### config.mk
export PLATFORM = sky130hd
export DESIGN_NAME = mac_feeder_flat
export DESIGN_NICKNAME = d
export VERILOG_FILES = /design/src/rtl/mac_feeder_if.sv /design/src/rtl/mac_feeder.sv /design/src/flat_wrapper.sv
export SDC_FILE = /design/constraint.sdc
export NUM_CORES = 1
export LEC_CHECK = 0
export BUFFER_PORTS_ARGS = -buffer_cell sky130_fd_sc_hd__buf_2
export CORE_ASPECT_RATIO = 0.6
export CORE_MARGIN = 8
export CORE_UTILIZATION = 31
export DETAILED_ROUTE_END_ITERATION = 7
export GPL_TIMING_DRIVEN = 0
export PLACE_DENSITY_LB_ADDON = 0.15
export SYNTH_ARGS = -nofsm -noshare
export SYNTH_HDL_FRONTEND = slang
export SYNTH_SLANG_ARGS = --single-unit
### constraint.sdc
create_clock -name clk -period 13.2 [get_ports clk]
set_clock_uncertainty 0.05 [all_clocks]
set_input_delay 1.98 -clock clk [delete_from_list [all_inputs] [get_ports clk]]
set_output_delay 1.98 -clock clk [all_outputs]
set_load 0.05 [all_outputs]
### src/rtl/mac_feeder_if.sv
// Bundles the operand stream, mac_core drive/readback and result handshake of mac_feeder.
// slave = the feeder's view, master = the surrounding environment.
interface mac_feeder_if #(
  parameter int OP_W = 8
);
  logic            in_valid;
  logic            in_ready;
  logic [OP_W-1:0] in_act;
  logic [OP_W-1:0] in_wgt;
  logic            in_last;

  logic            mac_chip_sel;
  logic            mac_wr_en;
  logic            mac_rd_en;
  logic [15:0]     mac_data_in;
  logic [15:0]     mac_data_out;
  logic            mac_output_ready;

  logic            res_valid;
  logic            res_ready;
  logic [15:0]     res_data;
  logic            busy;

  modport slave (
    input  in_valid, in_act, in_wgt, in_last, mac_data_out, mac_output_ready, res_ready,
    output in_ready, mac_chip_sel, mac_wr_en, mac_rd_en, mac_data_in, res_valid, res_data, busy
  );

  modport master (
    output in_valid, in_act, in_wgt, in_last, mac_data_out, mac_output_ready, res_ready,
    input  in_ready, mac_chip_sel, mac_wr_en, mac_rd_en, mac_data_in, res_valid, res_data, busy
  );
endinterface

### src/rtl/mac_feeder.sv
// Streams operand products into mac_core and returns per-vector dot products (readout minus base).
// Define MAC_FEEDER_SIGNED_EN for two's-complement operands; default is unsigned.
module mac_feeder #(
  parameter int VEC_LEN = 8,
  parameter int OP_W    = 8   // 2*OP_W must be 16: mac_core is a 16-bit accumulator
) (
  input  logic         clk,
  input  logic         reset,
  mac_feeder_if.slave  bus
);
  localparam int CNT_W = $clog2(VEC_LEN + 1);

  typedef enum logic [2:0] {ACCEPT, FLUSH, READ, CAPTURE, RESULT} state_t;

  state_t             r_state;
  state_t             w_next;
  logic               r_pv;
  logic [15:0]        r_prod;
  logic [CNT_W-1:0]   r_beat_cnt;
  logic [15:0]        r_base;
  logic [15:0]        r_res_data;
  logic               r_res_valid;

  logic               w_beat;
  logic               w_last_beat;
  logic [15:0]        w_act_x;
  logic [15:0]        w_wgt_x;
  logic [15:0]        w_prod;

  // Widening to 16 bits before multiplying keeps exactly the low 16 product bits.
`ifdef MAC_FEEDER_SIGNED_EN
  assign w_act_x = {{(16-OP_W){bus.in_act[OP_W-1]}}, bus.in_act};
  assign w_wgt_x = {{(16-OP_W){bus.in_wgt[OP_W-1]}}, bus.in_wgt};
`else
  assign w_act_x = {{(16-OP_W){1'b0}}, bus.in_act};
  assign w_wgt_x = {{(16-OP_W){1'b0}}, bus.in_wgt};
`endif
  assign w_prod      = w_act_x * w_wgt_x;
  assign w_beat      = bus.in_valid && (r_state == ACCEPT);
  assign w_last_beat = w_beat && (bus.in_last || (r_beat_cnt == CNT_W'(VEC_LEN - 1)));

  // NOTE: sequential state uses non-blocking assignments so every register samples pre-edge values.
  always_ff @(posedge clk) begin
    if (reset) r_state <= ACCEPT;
    else       r_state <= w_next;
  end

  // NOTE: every always_comb output gets a default first, so no path can infer a latch.
  always_comb begin
    w_next = r_state;
    case (r_state)
      ACCEPT:  if (w_last_beat)                       w_next = FLUSH;
      FLUSH:                                          w_next = READ;
      READ:                                           w_next = CAPTURE;
      CAPTURE: if (bus.mac_output_ready)              w_next = RESULT;
      RESULT:  if (bus.res_ready)                     w_next = ACCEPT;
      default:                                        w_next = ACCEPT;
    endcase
  end

  // NOTE: base must reset together with mac_core's accumulator, so all datapath registers reset.
  always_ff @(posedge clk) begin
    if (reset) begin
      r_pv        <= 1'b0;
      r_prod      <= '0;
      r_beat_cnt  <= '0;
      r_base      <= '0;
      r_res_data  <= '0;
      r_res_valid <= 1'b0;
    end else begin
      r_pv <= w_beat;
      if (w_beat) begin
        r_prod     <= w_prod;
        r_beat_cnt <= r_beat_cnt + CNT_W'(1);
      end
      if (r_state == CAPTURE && bus.mac_output_ready) begin
        r_res_data  <= bus.mac_data_out - r_base;
        r_base      <= bus.mac_data_out;
        r_res_valid <= 1'b1;
      end
      if (r_state == RESULT && bus.res_ready) begin
        r_res_valid <= 1'b0;
        r_beat_cnt  <= '0;
      end
    end
  end

  always_comb begin
    bus.in_ready     = (r_state == ACCEPT);
    bus.mac_rd_en    = (r_state == READ);
    bus.mac_wr_en    = r_pv;
    bus.mac_chip_sel = r_pv || (r_state == READ);
    bus.mac_data_in  = r_pv ? r_prod : 16'd0;
    bus.res_valid    = r_res_valid;
    bus.res_data     = r_res_data;
    bus.busy         = !((r_state == ACCEPT) && (r_beat_cnt == '0));
  end
endmodule

### src/flat_wrapper.sv
// flat-port wrapper written by rule: the top's interface ports become plain ports
module mac_feeder_flat 
#(
  parameter int VEC_LEN = 8,
  parameter int OP_W    = 8                                                         
)
  (clk, reset, bus_in_valid, bus_in_act, bus_in_wgt, bus_in_last, bus_mac_data_out, bus_mac_output_ready, bus_res_ready, bus_in_ready, bus_mac_chip_sel, bus_mac_wr_en, bus_mac_rd_en, bus_mac_data_in, bus_res_valid, bus_res_data, bus_busy);
  mac_feeder_if #(.OP_W(OP_W)) bus_i ();
  input  logic clk;
  input  logic reset;
  input wire logic [$bits(bus_i.in_valid)-1:0] bus_in_valid;
  input wire logic [$bits(bus_i.in_act)-1:0] bus_in_act;
  input wire logic [$bits(bus_i.in_wgt)-1:0] bus_in_wgt;
  input wire logic [$bits(bus_i.in_last)-1:0] bus_in_last;
  input wire logic [$bits(bus_i.mac_data_out)-1:0] bus_mac_data_out;
  input wire logic [$bits(bus_i.mac_output_ready)-1:0] bus_mac_output_ready;
  input wire logic [$bits(bus_i.res_ready)-1:0] bus_res_ready;
  output wire logic [$bits(bus_i.in_ready)-1:0] bus_in_ready;
  output wire logic [$bits(bus_i.mac_chip_sel)-1:0] bus_mac_chip_sel;
  output wire logic [$bits(bus_i.mac_wr_en)-1:0] bus_mac_wr_en;
  output wire logic [$bits(bus_i.mac_rd_en)-1:0] bus_mac_rd_en;
  output wire logic [$bits(bus_i.mac_data_in)-1:0] bus_mac_data_in;
  output wire logic [$bits(bus_i.res_valid)-1:0] bus_res_valid;
  output wire logic [$bits(bus_i.res_data)-1:0] bus_res_data;
  output wire logic [$bits(bus_i.busy)-1:0] bus_busy;
  assign bus_i.in_valid = bus_in_valid;
  assign bus_i.in_act = bus_in_act;
  assign bus_i.in_wgt = bus_in_wgt;
  assign bus_i.in_last = bus_in_last;
  assign bus_i.mac_data_out = bus_mac_data_out;
  assign bus_i.mac_output_ready = bus_mac_output_ready;
  assign bus_i.res_ready = bus_res_ready;
  assign bus_in_ready = bus_i.in_ready;
  assign bus_mac_chip_sel = bus_i.mac_chip_sel;
  assign bus_mac_wr_en = bus_i.mac_wr_en;
  assign bus_mac_rd_en = bus_i.mac_rd_en;
  assign bus_mac_data_in = bus_i.mac_data_in;
  assign bus_res_valid = bus_i.res_valid;
  assign bus_res_data = bus_i.res_data;
  assign bus_busy = bus_i.busy;
  mac_feeder #(.VEC_LEN(VEC_LEN), .OP_W(OP_W)) u_core (.clk(clk), .reset(reset), .bus(bus_i));
endmodule
==> impl_metrics.toml <==
[sta]
hold_viol = 0
fmax_ghz = 0.166
slew_viol_final = 0
setup_viol = 0
worstMarginPinSlew_ns = 0.637
tns_ns = 0
fin_crit_sh_pct = 45.5
post-route-min-period_ns = 6.01
rsz0062_at_grt = "false"
slew_headroom_pct = 57.5

[worst_setup_path]
critPathLaunch = "bus_in_act[4]"
worst_ep_required_time_ns = 13.36
r2r_cells = 8
critPathKind = "input pin to flop"
r2r-start = "u_core.r_base[1]"
critPathLaunchType = "input pin"
crit_chain = "buf_2 > and2_1 > fa_1 > inv_1 > fa_1 > inv_1 > fa_1 > inv_1 > fa_1 > inv_1 > ha_1 > o21ai_1 > a21oi_1 > o21a_1 > o211a_1 > or3_1 > a32o_1"
cp_slowest_cell = "fa_1"
slowest_delay_ns = 0.53
crit_family = "adder cells"
path_buf_inv = 5
critPathMaxFanout = 8
cp-end-kind = "flop"
crit_arrival_ns = 6.17
cp.depth = 17

[synthesis]
syn_area_per_cell_um2 = 8.34
yosysWarnings = 0
synth-edff-count = 0
ys_ff_latch = 57
synthArstFlopShare_pct = 0
synth_fp_nets = 731
yosysSeqAreaShare_pct = 22.7
synth.distinct_cells = 59
synth_flop_cell = "dfxtp_1"
synth_area_um2 = 5030
syn_inst = 603

[min_path]
hold_class = "flop to flop"
hold_start = "u_core.r_prod[1]"
hold_path_depth = 2

[global_routing]
use_met3_pct = 3.04
antenna_found_initial = 0
grt_pass1_vias = 4342
grt.overflow.total = 0
grt_use_met2_pct = 19.9
grt_usage_pct = 13.5
grt_start_max_net_pins = 11
grt_util_met1_pct = 20.1
busiest_layer = "met1"
grt_pass1_wl_mm = 22.5

[clock_network]
post_cts_buffers = 0
clk_pin_slew_ns = 0.05
max-clock-path-buffers = 2
cts_buffers = 9
hold_buffers = 0
insertion_delay_ns = 0.32
clockRootBuffer = "clkbuf_16"
htreeDepth = 3
clkSinkCount = 57
ctsResizeCount = 0
cts_tree = "done"

[drt]
first_iter_violations = 236
wirelength_mm = 13.7
wire_per_inst_um = 15.2
drc = 0
route.vias.total = 4377
postRouteAntennaNets = 0
viasPerCell = 4.85
firstDrtPassIters = 4

[power_and_ir_drop]
seq_power_share_pct = 24.9
swShare_pct = 35.8
power.switching_uw = 281
power_density_nw_per_um2 = 130
p_clk_share_pct = 34.4
p_leak_nw = 2.81
combPwrFrac_pct = 40.7
intPower_uw = 503
vdd_drop_max_mv = 0.0557

[job]
cap_violations = 0

[finish]
fin_nets = 817
areaGrowthSynthToFinish_pct = 19.5
design_area_um2 = 6010
final_common_cell = "nand2_1"
final_cell_mix = "83 x nand2_1, 80 x inv_1, 79 x buf_2"
fillers = 1705
n_antenna_cell = 0
drive_gt1_share_pct = 16.3

[die]
dieArea_um2 = 20700
boundaryPins = 76
fp.dieH_um = 115
core_area_um2 = 16000
fp.dieW_um = 180
initial_utilization_pct = 31.4
fp-row-count = 36

[run_status]
run_status = "finished clean"

[placed_design]
gp_congestion = 0.849
post-dp-hpwl_mm = 11.5
io_buffers = 75
dpl-instance-area_um2 = 5670
## cell type report
cell class / instances / area [um2] / area share, %
timing repair buffer: 75 / 375 / 6.24
sequential: 57 / 1140 / 19.0
clock inverter: 6 / 105 / 1.75
buffer: 16 / 65.1 / 1.08
clock buffer: 10 / 239 / 3.98
tap: 209 / 262 / 4.35
inverter: 80 / 300 / 5.00
multi-input combinational: 450 / 3520 / 58.6
## metrics by stage
step	setup WS (ns)	hold WS (ns)	std cells	util [%]	power [mW]
floorplan	7.24	0.377	603	-	0.443
global placement	6.90	0.388	887	35.3	0.514
detailed placement	6.89	0.395	887	35.3	0.518
CTS	7.22	0.401	903	37.5	0.792
global route	7.01	0.422	903	37.5	0.847
finish	7.19	0.399	903	37.5	0.784
## cell families after synthesis
kind of cell | count (synthesis) | synth area share (%)
AO/OA/AOI/OAI | 120 | 16.4
XOR/XNOR | 15 | 2.61
adder cells (fa/ha/maj) | 90 | 27.9
buffers and inverters | 96 | 7.26
flip-flops | 57 | 22.7
multiplexers | 1 | 0.224
AND/OR/NAND/NOR | 224 | 22.9
## power by group through the flow
stage               clock [mW]  combinational [mW]  sequential (mW)
finish                   0.270               0.319            0.195
detailed placement           0               0.319            0.199
CTS                      0.275               0.322            0.195
global route             0.283               0.367            0.197
global placement             0               0.315            0.198
floorplan                    0               0.243            0.200
## metal layers
| layer | vias to the layer above | part of all wire, % |
|---|---|---|
| li1 | 2168 | - |
| met4 | 0 | 0.28 |
| met2 | 92 | 41 |
| met3 | 5 | 5.3 |
| met1 | 2112 | 53 |
| met5 | - | 0 |
## final timing paths
kind	endpoint	slack [ns]
max reg2reg	u_core.bus.res_data[13]	10.86
min	u_core.r_prod[1]	0.40
max	u_core.r_prod[11]	7.19
min reg2reg	u_core.r_prod[1]	0.40
## cell usage after synthesis, drive strengths merged, types with 2 or more instances
| cell | instances | share of area, % |
|---|---|---|
| nor2 | 27 | 2.1 |
| nor2b | 3 | 0.52 |
| a21boi | 2 | 0.30 |
| dfxtp | 57 | 23 |
| o211a | 3 | 0.60 |
| buf | 5 | 0.47 |
| a32o | 5 | 1.0 |
| a22o | 2 | 0.35 |
| a21o | 10 | 1.5 |
| o21a | 3 | 0.45 |
| ha | 53 | 13 |
| inv | 80 | 6.0 |
| a31oi | 4 | 0.62 |
| nand2b | 3 | 0.37 |
| nand2 | 83 | 6.2 |
| xnor2 | 9 | 1.6 |
| and4 | 2 | 0.35 |
| a311o | 2 | 0.40 |
| o21bai | 2 | 0.30 |
| clkbuf | 11 | 0.82 |
| xor2 | 6 | 1.0 |
| or3 | 6 | 0.77 |
| a221oi | 3 | 0.77 |
| nor3 | 5 | 0.72 |
| nor3b | 3 | 0.45 |
| a211oi | 5 | 0.75 |
| and2 | 68 | 8.5 |
| nand3 | 10 | 1.0 |
| a31o | 3 | 0.52 |
| o21ai | 15 | 1.5 |
| a21oi | 51 | 5.3 |
| nand3b | 3 | 0.45 |
| fa | 37 | 15 |
| o211ai | 5 | 0.95 |
| and3 | 6 | 0.77 |
## worst reg2reg max path: cells and delay by family, from the launching register on
family / cells / cell delay (ns)
compound gates: 5 / 1.28
fa+ha+maj: 1 / 0.26
buf+inv: 1 / 0.06
flops: 1 / 0.37
simple gates: 1 / 0.20
## state kept, by name, indices dropped and copies added (netlist names)
signal,flops
u_core.r_beat_cnt,4
u_core.r_prod,16
u_core.bus.res_data,16
u_core.r_base,16
u_core.r_state,3
u_core.bus.mac_wr_en,1
u_core.bus.res_valid,1
(Power assumes the default switching activity.)
